--- src/rtl/lc3_mem_ctrl.sv ---
// LC-3 memory/I-O stage: SRAM wait-state sequencing plus the keyboard/display device page.
// Define LC3_MEM_KBINT_EN to make KB_IE writable and drive int_req from KB_READY & KB_IE.
module lc3_mem_ctrl #(
    parameter int unsigned WAIT_STATES = 2
) (
    input  logic        clk,
    input  logic        reset,
    input  logic        mio_en,
    input  logic        r_w,
    input  logic [15:0] mar,
    input  logic [15:0] mdr_in,
    output logic [15:0] mem_rdata,
    output logic        r,
    output logic        sram_en,
    output logic        sram_we,
    output logic [15:0] sram_addr,
    output logic [15:0] sram_wdata,
    input  logic [15:0] sram_rdata,
    input  logic        kb_strobe,
    input  logic [7:0]  kb_char,
    input  logic        dsp_ready,
    output logic        dsp_valid,
    output logic [7:0]  dsp_char,
    output logic        int_req
);

    typedef enum logic [1:0] {StIdle, StAccess, StDone} state_e;

    localparam logic [3:0] CntLoad = 4'(WAIT_STATES - 1);

    state_e      state_q, state_d;
    logic [3:0]  cnt_q, cnt_d;
    logic [15:0] addr_q, addr_d;
    logic [15:0] wdata_q, wdata_d;
    logic        we_q, we_d;
    logic [15:0] rdata_q, rdata_d;
    logic        kb_ready_q, kb_ready_d;
    logic [7:0]  kb_data_q, kb_data_d;
    logic        dsp_valid_q, dsp_valid_d;
    logic [7:0]  dsp_char_q, dsp_char_d;
    logic        kb_ie;
    logic        kb_clr;
    logic        dev_sel;
    logic [15:0] dev_rdata;

`ifdef LC3_MEM_KBINT_EN
    logic kb_ie_q, kb_ie_d;
    logic int_req_q;

    assign kb_ie   = kb_ie_q;
    assign int_req = int_req_q;

    // int_req tracks the next KBSR value so both become visible in the same cycle.
    always_ff @(posedge clk) begin
        if (reset) begin
            kb_ie_q   <= 1'b0;
            int_req_q <= 1'b0;
        end else begin
            kb_ie_q   <= kb_ie_d;
            int_req_q <= kb_ready_d & kb_ie_d;
        end
    end
`else
    assign kb_ie   = 1'b0;
    assign int_req = 1'b0;
`endif

    assign dev_sel = (mar[15:9] == 7'h7F);

    always_comb begin
        dev_rdata = 16'h0000;
        case (mar)
            16'hFE00: dev_rdata = {kb_ready_q, kb_ie, 14'h0000};
            16'hFE02: dev_rdata = {8'h00, kb_data_q};
            16'hFE04: dev_rdata = {dsp_ready, 15'h0000};
            default:  dev_rdata = 16'h0000;
        endcase
    end

    always_comb begin
        state_d     = state_q;
        cnt_d       = cnt_q;
        addr_d      = addr_q;
        wdata_d     = wdata_q;
        we_d        = we_q;
        rdata_d     = rdata_q;
        dsp_char_d  = dsp_char_q;
        dsp_valid_d = 1'b0;
        kb_clr      = 1'b0;
        kb_data_d   = kb_strobe ? kb_char : kb_data_q;
`ifdef LC3_MEM_KBINT_EN
        kb_ie_d     = kb_ie_q;
`endif

        unique case (state_q)
            StIdle: begin
                if (mio_en) begin
                    addr_d  = mar;
                    wdata_d = mdr_in;
                    we_d    = r_w;
                    if (dev_sel) begin
                        state_d = StDone;
                        if (r_w) begin
                            if (mar == 16'hFE00) begin
`ifdef LC3_MEM_KBINT_EN
                                kb_ie_d = mdr_in[14];
`endif
                            end else if (mar == 16'hFE06 && dsp_ready) begin
                                dsp_char_d  = mdr_in[7:0];
                                dsp_valid_d = 1'b1;
                            end
                        end else begin
                            rdata_d = dev_rdata;
                            kb_clr  = (mar == 16'hFE02);
                        end
                    end else begin
                        state_d = StAccess;
                        cnt_d   = CntLoad;
                    end
                end
            end
            StAccess: begin
                if (cnt_q == 4'd0) begin
                    state_d = StDone;
                    if (!we_q) rdata_d = sram_rdata;
                end else begin
                    cnt_d = cnt_q - 4'd1;
                end
            end
            StDone:  state_d = StIdle;
            default: state_d = StIdle;
        endcase

        // A strobe coinciding with the KBDR read wins over the clear.
        kb_ready_d = kb_strobe | (kb_ready_q & ~kb_clr);
    end

    always_ff @(posedge clk) begin
        if (reset) begin
            state_q     <= StIdle;
            cnt_q       <= 4'd0;
            addr_q      <= 16'h0000;
            wdata_q     <= 16'h0000;
            we_q        <= 1'b0;
            rdata_q     <= 16'h0000;
            kb_ready_q  <= 1'b0;
            kb_data_q   <= 8'h00;
            dsp_valid_q <= 1'b0;
            dsp_char_q  <= 8'h00;
        end else begin
            state_q     <= state_d;
            cnt_q       <= cnt_d;
            addr_q      <= addr_d;
            wdata_q     <= wdata_d;
            we_q        <= we_d;
            rdata_q     <= rdata_d;
            kb_ready_q  <= kb_ready_d;
            kb_data_q   <= kb_data_d;
            dsp_valid_q <= dsp_valid_d;
            dsp_char_q  <= dsp_char_d;
        end
    end

    // Gating with reset keeps an in-flight write from reaching the SRAM on the reset edge.
    assign sram_en    = (state_q == StAccess) & ~reset;
    assign sram_we    = sram_en & we_q;
    assign sram_addr  = addr_q;
    assign sram_wdata = wdata_q;
    assign r          = (state_q == StDone);
    assign mem_rdata  = rdata_q;
    assign dsp_valid  = dsp_valid_q;
    assign dsp_char   = dsp_char_q;

endmodule

--- config.mk ---
export PLATFORM = sky130hd
export DESIGN_NAME = lc3_mem_ctrl
export DESIGN_NICKNAME = d
export VERILOG_FILES = /design/src/rtl/lc3_mem_ctrl.sv
export SDC_FILE = /design/constraint.sdc
export NUM_CORES = 1
export LEC_CHECK = 0
export CAP_MARGIN = 20
export CORE_MARGIN = 2
export CORE_UTILIZATION = 43
export CTS_CLUSTER_DIAMETER = 150
export DETAILED_ROUTE_END_ITERATION = 7
export PLACE_DENSITY = 0.8
export SYNTH_ARGS = -nofsm -noshare
export SYNTH_HDL_FRONTEND = slang
export SYNTH_SLANG_ARGS = --single-unit
--- constraint.sdc ---
create_clock -name clk -period 2.9 [get_ports clk]
set_clock_uncertainty 0.1 [all_clocks]
set_input_delay 0.58 -clock clk [delete_from_list [all_inputs] [get_ports clk]]
set_output_delay 0.58 -clock clk [all_outputs]
set_load 0.01 [all_outputs]
* Yosys cells after proc, flatten, opt, wreduce, memory -nomap -nowiden *
Index checks and enable logic that the tools add are counted.

storage, ports and cells
  register bits = 73
  input bits = 62
  output and inout port bits = 61
  word-level logic and storage cells = 66

operators by class
  add/subtract/negate cells = 1
  equal/unequal tests = 14
  mux-type cells = 20
  bitwise logic cells = 11
  reductions and logical operators = 10

operators with widths
  cell                  number
  $mux 16               5
  $eq 16x16->1 const B  4
  $pmux 16 s3           1
  $pmux 16 s2           1
  $ne 2x2->1 const B    7
  $mux 4                3
  $reduce_and 6->1      2
  $pmux 4 s2            1
  $eq 7x7->1 const B    1
  $not 1->1             7
  $mux 2                3
  $reduce_or 6->1       1
  $mux 1                5
  $logic_not 4->1       1
  $pmux 2 s2            1
  $reduce_and 2->1      2
  $reduce_and 4->1      1
  $sub 4x1->4 const B   1
  $and 1x1->1           3
  $eq 2x1->1 const B    1
  $eq 2x2->1 const B    1
  $logic_not 2->1       1
  $reduce_bool 2->1     1
  $logic_and 1x1->1     1
  $or 1x1->1            1

* Logic depth before layout (Yosys ltp) *
  depth in word-level cells = 8
  gate-level depth with buffers = 7

* Worst setup path after synthesis *
Ideal clock, no wire load.

  path kind = input-to-reg
  from = input mar[6]
  to = register dsp_char_q[0], in the netlist dsp_char[0]
  data arrival time = 2.008 ns
  setup slack = 0.660 ns
  stages on the path = 5
  buffers on the path = 1
  path through = or4_4 or4_1 buf_2 o21ai_0 a21oi_1

between the ends
  word-level cells in the longest chain between the ends = 3

RTL lines
  what                                                   line      source
  from (decl)                                            10        input logic [15:0] mar,
  $eq 16x16->1 (on tied branches)                        108, 104
  $logic_and 1x1->1 / $not 1->1 (equally long branches)  --
  $reduce_and 6->1 (no line) *                           --
  to (signal assigned)                                   160       dsp_char_q <= dsp_char_d;
  to (decl)                                              40        logic [7:0] dsp_char_q, dsp_char_d;

Every way passes the cells marked *; elsewhere a longest branch is shown, timed or not.
A chain may end at the register's enable or synchronous reset.

* Worst setup path after layout *
  from = register state_q[0]
  to = output sram_we

between the ends
  word-level cells in the longest chain between the ends = 3

RTL lines
  what                    line  source
  from (decl)             31    state_e state_q, state_d;
  from (signal assigned)  140   state_q <= StIdle;
  from (signal assigned)  151   state_q <= state_d;
  $eq 2x1->1              165   assign sram_en = (state_q == StAccess) & ~reset;
  $and 1x1->1             165
  $and 1x1->1             166   assign sram_we = sram_en & we_q;
  to (decl)               15    output logic sram_we,

Every way passes these cells.

==> impl_metrics.tcl <==
set metrics [dict create \
    status "complete, no violations" \
    rsz0062_at_grt "no" \
    cp-end-kind "output pin" \
    place_area_mm2 0.00425 \
    port_buffers 121 \
    grt_max_degree 73 \
    relSlewSlack_pct 49.2 \
    clock-sinks 73 \
    floorplan.rows 30 \
    async_flop_share_pct 0 \
    postSynthAreaPerCell_um2 8.37 \
    hold_class "flop to flop" \
    setup_viol 0 \
    grt_pass1_vias 2741 \
    worst_pin_slew_ns 0.762 \
    critical_path_class "flop to output pin" \
    final_util_pct 66.6 \
    seq_area_frac_synth_pct 49.4 \
    critical_path_arrival_ns 1.87 \
    cts_tree "built" \
    power_leakage_uw 0.00158 \
    finalInstanceArea_mm2 0.00447 \
    p_sw_uw 654 \
    io_pins 123 \
    grt_first_pass_wirelength_mm 13.0 \
    synthFlopType "dfxtp_1" \
    worstPathMaxFanout 11 \
    drt_wl_total_mm 8.39 \
    fmax_ghz 0.393 \
    route.detailed.drc 0 \
    reg2reg_depth 6 \
    synth_warnings 0 \
    grt_antenna_before_repair 0 \
    drive_gt1_share_pct 7.16 \
    period_needed_ns 2.55 \
    swShare_pct 26.8 \
    insertion_delay_ns 0.34 \
    fin_crit_sh_pct 87.8 \
    syn_inst 353 \
    drt_iter0_drc 145 \
    cts-root-buf "clkbuf_8" \
    powerDensity_mw_per_mm2 545 \
    postCtsHoldBufs 0 \
    syn_to_final_growth_pct 51.4 \
    dp_hpwl_mm 5.66 \
    gp_congestion 0.833 \
    postSynthNetCount 417 \
    pwr-share-clk_pct 36.0 \
    postRouteAntennaNets 0 \
    clk_pin_slew_ns 0.07 \
    cts_resized 0 \
    maxCapViolCount 0 \
    die_x_um 86.9 \
    grt_use_total_pct 22.0 \
    wl_per_cell_um 15.1 \
    min_path_cells 2 \
    nets 534 \
    fp.dieH_um 86.9 \
    cellInternalPower_uw 1780 \
    antenna_cells 0 \
    cts-htree-levels 3 \
    power.share.combinational_pct 19.0 \
    cts_buffer_depth 2 \
    cts-buffers-inserted 9 \
    die_area_mm2 0.00755 \
    overflow 0 \
    start_util_pct 44.0 \
    ys_seq_elements 73 \
    synth_area_mm2 0.00296 \
    cp.required_ns 2.22 \
    start_kind "flop" \
    fin_setup_tns_ns 0 \
    drv_slew 0 \
    sequentialPowerShare_pct 45.0 \
    synth_edf_count 0 \
    yosysUniqueCellTypes 38 \
    cts_setup_buffers 0 \
    via_per_inst 5.42 \
    core_area_mm2 0.00672 \
    max-vdd-ir-drop_uv 578 \
    dr.pass1.iters 4 \
    timing.final.hold_violations 0 \
    vias 3007 \
]
[routing by layer]
layer | track usage [%] | up-vias | wire length [um]
met5 | 0 | - | 0
met4 | 11.9 | 0 | 264
met3 | 4.74 | 22 | 436
met2 | 34.8 | 84 | 4070
met1 | 28.0 | 1420 | 3620
li1 | - | 1481 | -
[power groups by stage]
| stage | combinational, uW | clock (uW) | sequential (uW) |
|---|---|---|---|
| 2_1_floorplan | 204 | 0 | 1130 |
| 3_3_place_gp | 453 | 0 | 1120 |
| 3_5_place_dp | 461 | 0 | 1120 |
| 4_1_cts | 462 | 898 | 1100 |
| 5_1_grt | 503 | 939 | 1100 |
| 6_report | 462 | 878 | 1100 |
[flip-flops by register name (all words and copies together) (netlist names)]
| signal | flops |
|---|---|
| mem_rdata | 16 |
| cnt_q | 4 |
| dsp_valid | 1 |
| sram_wdata | 16 |
| kb_data_q | 8 |
| we_q | 1 |
| kb_ready_q | 1 |
| sram_addr | 16 |
| dsp_char | 8 |
| state_q | 2 |
[critical path, cell delays in order (launching register included)]
cell	delay (ns)
dfxtp_1	0.54
nand2b_1	0.18
nor3_1	0.22
clkdlybuf4s50_1	0.58
[cell usage in the layout (no fill, tap or decap), types with 3 or more instances in the layout]
cell / instances
a211oi_1: 9
nor3_1: 7
buf_4: 11
mux2i_1: 9
nor2_1: 16
a21oi_1: 62
nand2_1: 69
inv_1: 4
nand4_1: 16
nor2b_1: 4
dfxtp_1: 73
clkbuf_8: 9
clkdlybuf4s50_1: 120
nand3_1: 3
o21ai_1: 5
a32oi_1: 9
o21ai_0: 15
[area by class of cell]
cell class	instances	area [um2]
timing repair buffer	133	1310
clock buffer	10	128
sequential	73	1460
inverter	4	15.0
fill	561	2240
clock inverter	6	92.6
multi-input combinational	249	1370
tap	80	100
[cells by family (layout without fill, tap and decap cells)]
logic type | Yosys count | after routing | synth area share (%)
DFF | 73 | 73 | 49.4
adders and majority gates | 2 | 2 | 0.847
other | 1 | 1 | 0.127
buffers and inverters | 31 | 153 | 4.45
AOI/OAI and AO/OA | 108 | 108 | 21.0
and+or+nand+nor | 128 | 128 | 20.7
muxes | 10 | 10 | 3.43
[path summary, 6_finish.rpt]
check / start / to / slack (ns)
setup / recovery: state_q[0]$_SDFFE_PP0P_ / sram_we / 0.35
hold / removal: sram_addr[10]$_SDFFE_PP0P_ / sram_addr[10]$_SDFFE_PP0P_ / 0.36
hold reg to reg: sram_addr[10]$_SDFFE_PP0P_ / sram_addr[10]$_SDFFE_PP0P_ / 0.36
setup reg to reg: state_q[1]$_SDFFE_PP0P_ / mem_rdata[1]$_SDFFE_PP0P_ / 0.71
[stage by stage]
stage	worst slack (ns)	cells	hold slack (ns)	total power [uW]
floorplan	0.660	353	0.336	1340
global placement	0.0664	539	0.342	1570
detailed placement	0.0130	539	0.346	1580
CTS	0.338	555	0.350	2460
global route	0.251	555	0.376	2550
finish	0.353	555	0.356	2440
[synth_stat cells (3+ instances only)]
cell type | instances | share of area [%]
mux2i_1 | 9 | 3.0
a211oi_1 | 9 | 2.3
dfxtp_1 | 73 | 49
o21ai_1 | 5 | 0.85
nor3_1 | 7 | 1.2
o21ai_0 | 15 | 2.5
nand3_1 | 3 | 0.51
nor2b_1 | 4 | 0.85
nor2_1 | 16 | 2.0
buf_2 | 3 | 0.51
a32oi_1 | 9 | 2.7
a21oi_1 | 62 | 10
inv_1 | 4 | 0.51
nand4_1 | 16 | 3.4
nand2_1 | 69 | 8.8
clkbuf_1 | 20 | 2.5
No activity file was read; power rests on OpenSTA's default activity.
==> edit 1: new RTL, same flow settings <==
Build with the macro `LC3_MEM_KBINT_EN` defined.
--- a/src/rtl/lc3_mem_ctrl.sv
+++ b/src/rtl/lc3_mem_ctrl.sv
@@ -1,5 +1,7 @@
 // LC-3 memory/I-O stage: SRAM wait-state sequencing plus the keyboard/display device page.
 // Define LC3_MEM_KBINT_EN to make KB_IE writable and drive int_req from KB_READY & KB_IE.
+`define LC3_MEM_KBINT_EN
+
 module lc3_mem_ctrl #(
     parameter int unsigned WAIT_STATES = 2
 ) (
Function: changed (Yosys sat finds a counterexample within 4 cycles, from zero or initial values and one cycle with reset high).
==> edit 1 against the unedited design <==
Critical path type unchanged; power up 0.22%; non-clock buffer count up 3; sequential cell count up 2; register-to-register slack better by 40 ps; setup slack worse by 45 ps; die area up 5.2%; routed wire length up 2.9%; final area up 4.0%; synthesized area up 5.4%; fmax down 1.7%; critical path depth up 1.
==> edit 1: results <==
export IMPL_hold_worst_slack_ps=355
export IMPL_synth_main_ff_cell="dfxtp_1"
export IMPL_async_reset_ff_share_pct=0
export IMPL_placement_setup_worst_slack_ps=45.3
export IMPL_min_delay_start="sram_wdata[12]"
export IMPL_status="finished clean"
export IMPL_r2r_end="mem_rdata[2]"
export IMPL_port_buffers=122
export IMPL_wl_per_cell_um=14.5
export IMPL_syn_inst=371
export IMPL_grt_pass1_vias=2917
export IMPL_postCtsSetupRepairBufs=0
export IMPL_rr_worst_depth=6
export IMPL_postLayoutSetupSlackWorst_ps=308
export IMPL_peakVddDrop_mv=0.403
export IMPL_cp_arrival_ps=1910
export IMPL_grt_pass1_wl_um=13400
export IMPL_gp_congestion=0.781
export IMPL_drc=0
export IMPL_synth_cell_types=45
export IMPL_ys_seq_area_share_pct=48.2
export IMPL_dpl_hpwl_um=6110
export IMPL_finalNetCount=553
export IMPL_min_to="sram_wdata[12]"
export IMPL_tightest_slew_ps=804
export IMPL_synth_fp_nets=434
export IMPL_via_count=3145
export IMPL_fill_cells=614
export IMPL_vias_per_cell=5.29
export IMPL_worstReg2RegStart="cnt_q[1]"
export IMPL_p_leak_nw=1.65
export IMPL_netlist_top_cells_count="nand2_1, dfxtp_1, a21oi_1"
export IMPL_r2r_slack_ps=750
export IMPL_gr_usage_all_layers_pct=21.9
export IMPL_cts_root_buffer="clkbuf_8"
export IMPL_synthTopCellsByArea="dfxtp_1, nand2_1, a21oi_1, mux2i_1, nand3_1"
export IMPL_drt_iter0_drc=174
export IMPL_drive_gt1_share_pct=7.68
export IMPL_post_place_cells=578
export IMPL_crit_fanout=10
export IMPL_grt_max_degree=78
-- edit 1: cell count changes after synthesis, sizes merged, moves of 4 or more --
cell    delta
o211ai     +6
a311oi     +9
a32oi      -8
clkbuf     -4
nand4      -4
a211oi     -7
nand3     +13
nand2      +9
buf        +5
a21oi     -13
o21ai     -10
nor3      +11
-- edit 1: routing by layer --
layer	track usage, %	vias up	part of all wire [%]
met1	27.1	1474	42
met4	8.28	0	1.3
li1	-	1552	-
met2	35.1	109	48
met5	0	-	0
met3	7.57	10	8.6
-- edit 1: worst max-delay path, cell delays in order, from the launching register on --
cell and delay (ps):
dfxtp_1 510, nand2b_1 210, nor2_1 160, and2_1 150, clkdlybuf4s50_1 550
-- edit 1: layout make-up --
type                       instances  area [sq um]  area share [%]
tap                               99           124            2.66
sequential                        75          1500            32.3
inverter                           6          22.5           0.484
multi-input combinational        262          1470            31.5
clock inverter                     4          73.8            1.59
clock buffer                      12           145            3.12
timing repair buffer             136          1320            28.4
-- edit 1: report_power, final --
group / internal [W] / total [W] / switching, W
clock: 0.000509 / 0.000886 / 0.000376
combinational: 0.000225 / 0.000432 / 0.000207
sequential: 0.00109 / 0.00113 / 0.0000363
total: 0.00182 / 0.00244 / 0.000620
-- edit 1: cells by family (layout without fill, tap and decap cells) --
logic type | after synthesis | after routing | share of synthesized area (%)
compound gates | 88 | 88 | 17.2
simple gates | 165 | 165 | 26.7
buf+inv | 34 | 158 | 4.94
mux | 8 | 8 | 2.57
flops | 75 | 75 | 48.2
fa+ha+maj | 1 | 1 | 0.402
-- edit 1: how the worst max path moves through the flow --
stage	from	end	slack, ps	cells after the start
6_report	state_q[0]	sram_we	310	4
5_1_grt	state_q[0]	sram_we	170	4
4_1_cts	state_q[0]	sram_we	290	4
3_5_place_dp	r_w	dsp_char[6]	50	5
3_3_place_gp	r_w	dsp_char[5]	90	5
2_1_floorplan	mar[5]	dsp_char[2]	640	6
-- edit 1: stage by stage --
step           area (sq um)  power, W
2_1_floorplan          3120   0.00135
3_3_place_gp           4430   0.00157
3_5_place_dp           4430   0.00158
4_1_cts                4650   0.00246
5_1_grt                4650   0.00255
6_report               4650   0.00244
==> edit 2: new RTL, same flow settings <==
Made on the original files. Encoding of `state_e`: now one-hot (3 bits for 3 states).
--- a/src/rtl/lc3_mem_ctrl.sv
+++ b/src/rtl/lc3_mem_ctrl.sv
@@ -24,7 +24,7 @@
     output logic        int_req
 );
 
-    typedef enum logic [1:0] {StIdle, StAccess, StDone} state_e;
+    typedef enum logic [2:0] {StIdle = 3'b001, StAccess = 3'b010, StDone = 3'b100} state_e;
 
     localparam logic [3:0] CntLoad = 4'(WAIT_STATES - 1);
 
Function: no difference found for any inputs over 4 cycles, from zero or initial values and one cycle with reset high; so few cycles prove little.
==> edit 2 against the unedited design <==
Critical path depth is the same; non-clock buffer count grew 1; cell count grew 3.2%; first-iteration DRC count shrank 6.9%; global-route usage shrank 0.38 points; synthesized area grew 4.7%; routed wire length is essentially flat; setup slack lost 140 ps; power shrank 4.4%; final area grew 2.5%; critical endpoint is now sram_en; highest routed layer unchanged; sequential cell count grew 1; largest cell class is now multi-input gates.
==> edit 2: results <==
export IMPL_crit_family="simple AND/OR/NAND/NOR gates"
export IMPL_r2r_slack_ps=710
export IMPL_cts_buffer_depth=2
export IMPL_dpl_hpwl_um=6250
export IMPL_grt_util_met1_pct=28.8
export IMPL_finalNetCount=536
export IMPL_status="finished clean"
export IMPL_cp_slowest_stage_delay_ps=550
export IMPL_postCtsSetupRepairBufs=0
export IMPL_peakVddDrop_mv=0.323
export IMPL_finalMaxSlewViolations=0
export IMPL_synth_main_ff_cell="dfxtp_1"
export IMPL_port_buffers=121
export IMPL_grt_pass1_vias=2865
export IMPL_drt_iter0_drc=135
export IMPL_met2_usage_pct=34.3
export IMPL_syn_inst=353
export IMPL_gp_congestion=0.786
export IMPL_num_antenna_cells=0
export IMPL_first_pass_iters=4
export IMPL_routedLengthMet1_um=3680
export IMPL_synth_cell_types=47
export IMPL_clk_insertion_delay_late_ps=330
export IMPL_grt_max_degree=50
export IMPL_dr_wl_met3_um=525
export IMPL_critPathSlowestCell="clkdlybuf4s50_1"
export IMPL_fin_crit_ps=2680
export IMPL_synth_fp_nets=416
export IMPL_drive_gt1_share_pct=9.64
export IMPL_fill_cells=592
export IMPL_clk_pin_slew_ps=70
export IMPL_htreeDepth=3
export IMPL_finalNonFillerCells=573
export IMPL_wl_met2_um=4010
export IMPL_post_place_cells=558
export IMPL_cts_root_buffer="clkbuf_8"
export IMPL_netlist_top_cells_count="dfxtp_1, nand2_1, a21oi_1, clkbuf_1, nor2_1"
export IMPL_placement_setup_worst_slack_ps=236
export IMPL_tightest_slew_ps=758
export IMPL_gr_usage_all_layers_pct=21.6
export IMPL_hold_class="flip-flop to flip-flop"
export IMPL_p_leak_nw=1.61
export IMPL_hold_worst_slack_ps=355
export IMPL_crit_fanout=9
export IMPL_grt_pass1_wl_um=13400
export IMPL_top_layer="met4"
export IMPL_synth_warnings=0
export IMPL_ys_seq_area_share_pct=47.9
export IMPL_wl_per_cell_um=14.6
export IMPL_antenna_found_initial=0
export IMPL_synthTopCellsByArea="dfxtp_1, a21oi_1, nand2_1, mux2i_1, a211oi_1"
export IMPL_grt_util_met3_pct=4.94
export IMPL_via_count=3000
edit 2: cell count changes after synthesis, moves of 3 or more:
cell      unedited run  this run
clkbuf_1            20        17
nand3_1              3        11
nand4_1             16         9
nor2b_1              4         0
nor3_2               0         4
edit 2: metrics by stage:
step	cell area, sq um	utilization [%]
floorplan	3090	-
global placement	4420	64.3
detailed placement	4420	64.3
CTS	4590	66.8
global route	4590	66.8
finish	4590	66.8
edit 2: path summary, 6_finish.rpt:
kind,start,endpoint,cells past startpoint
max,state_q[2],sram_en,3
max reg2reg,cnt_q[0],mem_rdata[15],6
min,sram_addr[9],sram_addr[9],2
min reg2reg,sram_addr[9],sram_addr[9],2
edit 2: final cells by class:
class | count | area [sq um] | area share [%]
sequential | 74 | 1480 | 32.3
inverter | 4 | 15.0 | 0.327
timing repair buffer | 134 | 1300 | 28.4
tap | 96 | 120 | 2.62
clock inverter | 3 | 15.0 | 0.327
multi-input combinational | 250 | 1500 | 32.6
clock buffer | 12 | 155 | 3.38
edit 2: power breakdown:
| part | total (W) | switching [W] | internal [W] |
|---|---|---|---|
| clock | 0.000700 | 0.000351 | 0.000349 |
| sequential | 0.00112 | 0.0000404 | 0.00108 |
| combinational | 0.000509 | 0.000246 | 0.000263 |
edit 2: kinds of logic (layout without fill, tap and decap cells):
| family | count (synthesis) | after routing | synth area share, % |
|---|---|---|---|
| mux | 8 | 8 | 2.59 |
| fa+ha+maj | 1 | 1 | 0.404 |
| compound gates | 104 | 104 | 20.7 |
| xor+xnor | 1 | 1 | 0.283 |
| simple gates | 135 | 135 | 23.9 |
| other cells | 1 | 1 | 0.121 |
| flops | 74 | 74 | 47.9 |
| buf+inv | 29 | 153 | 4.17 |
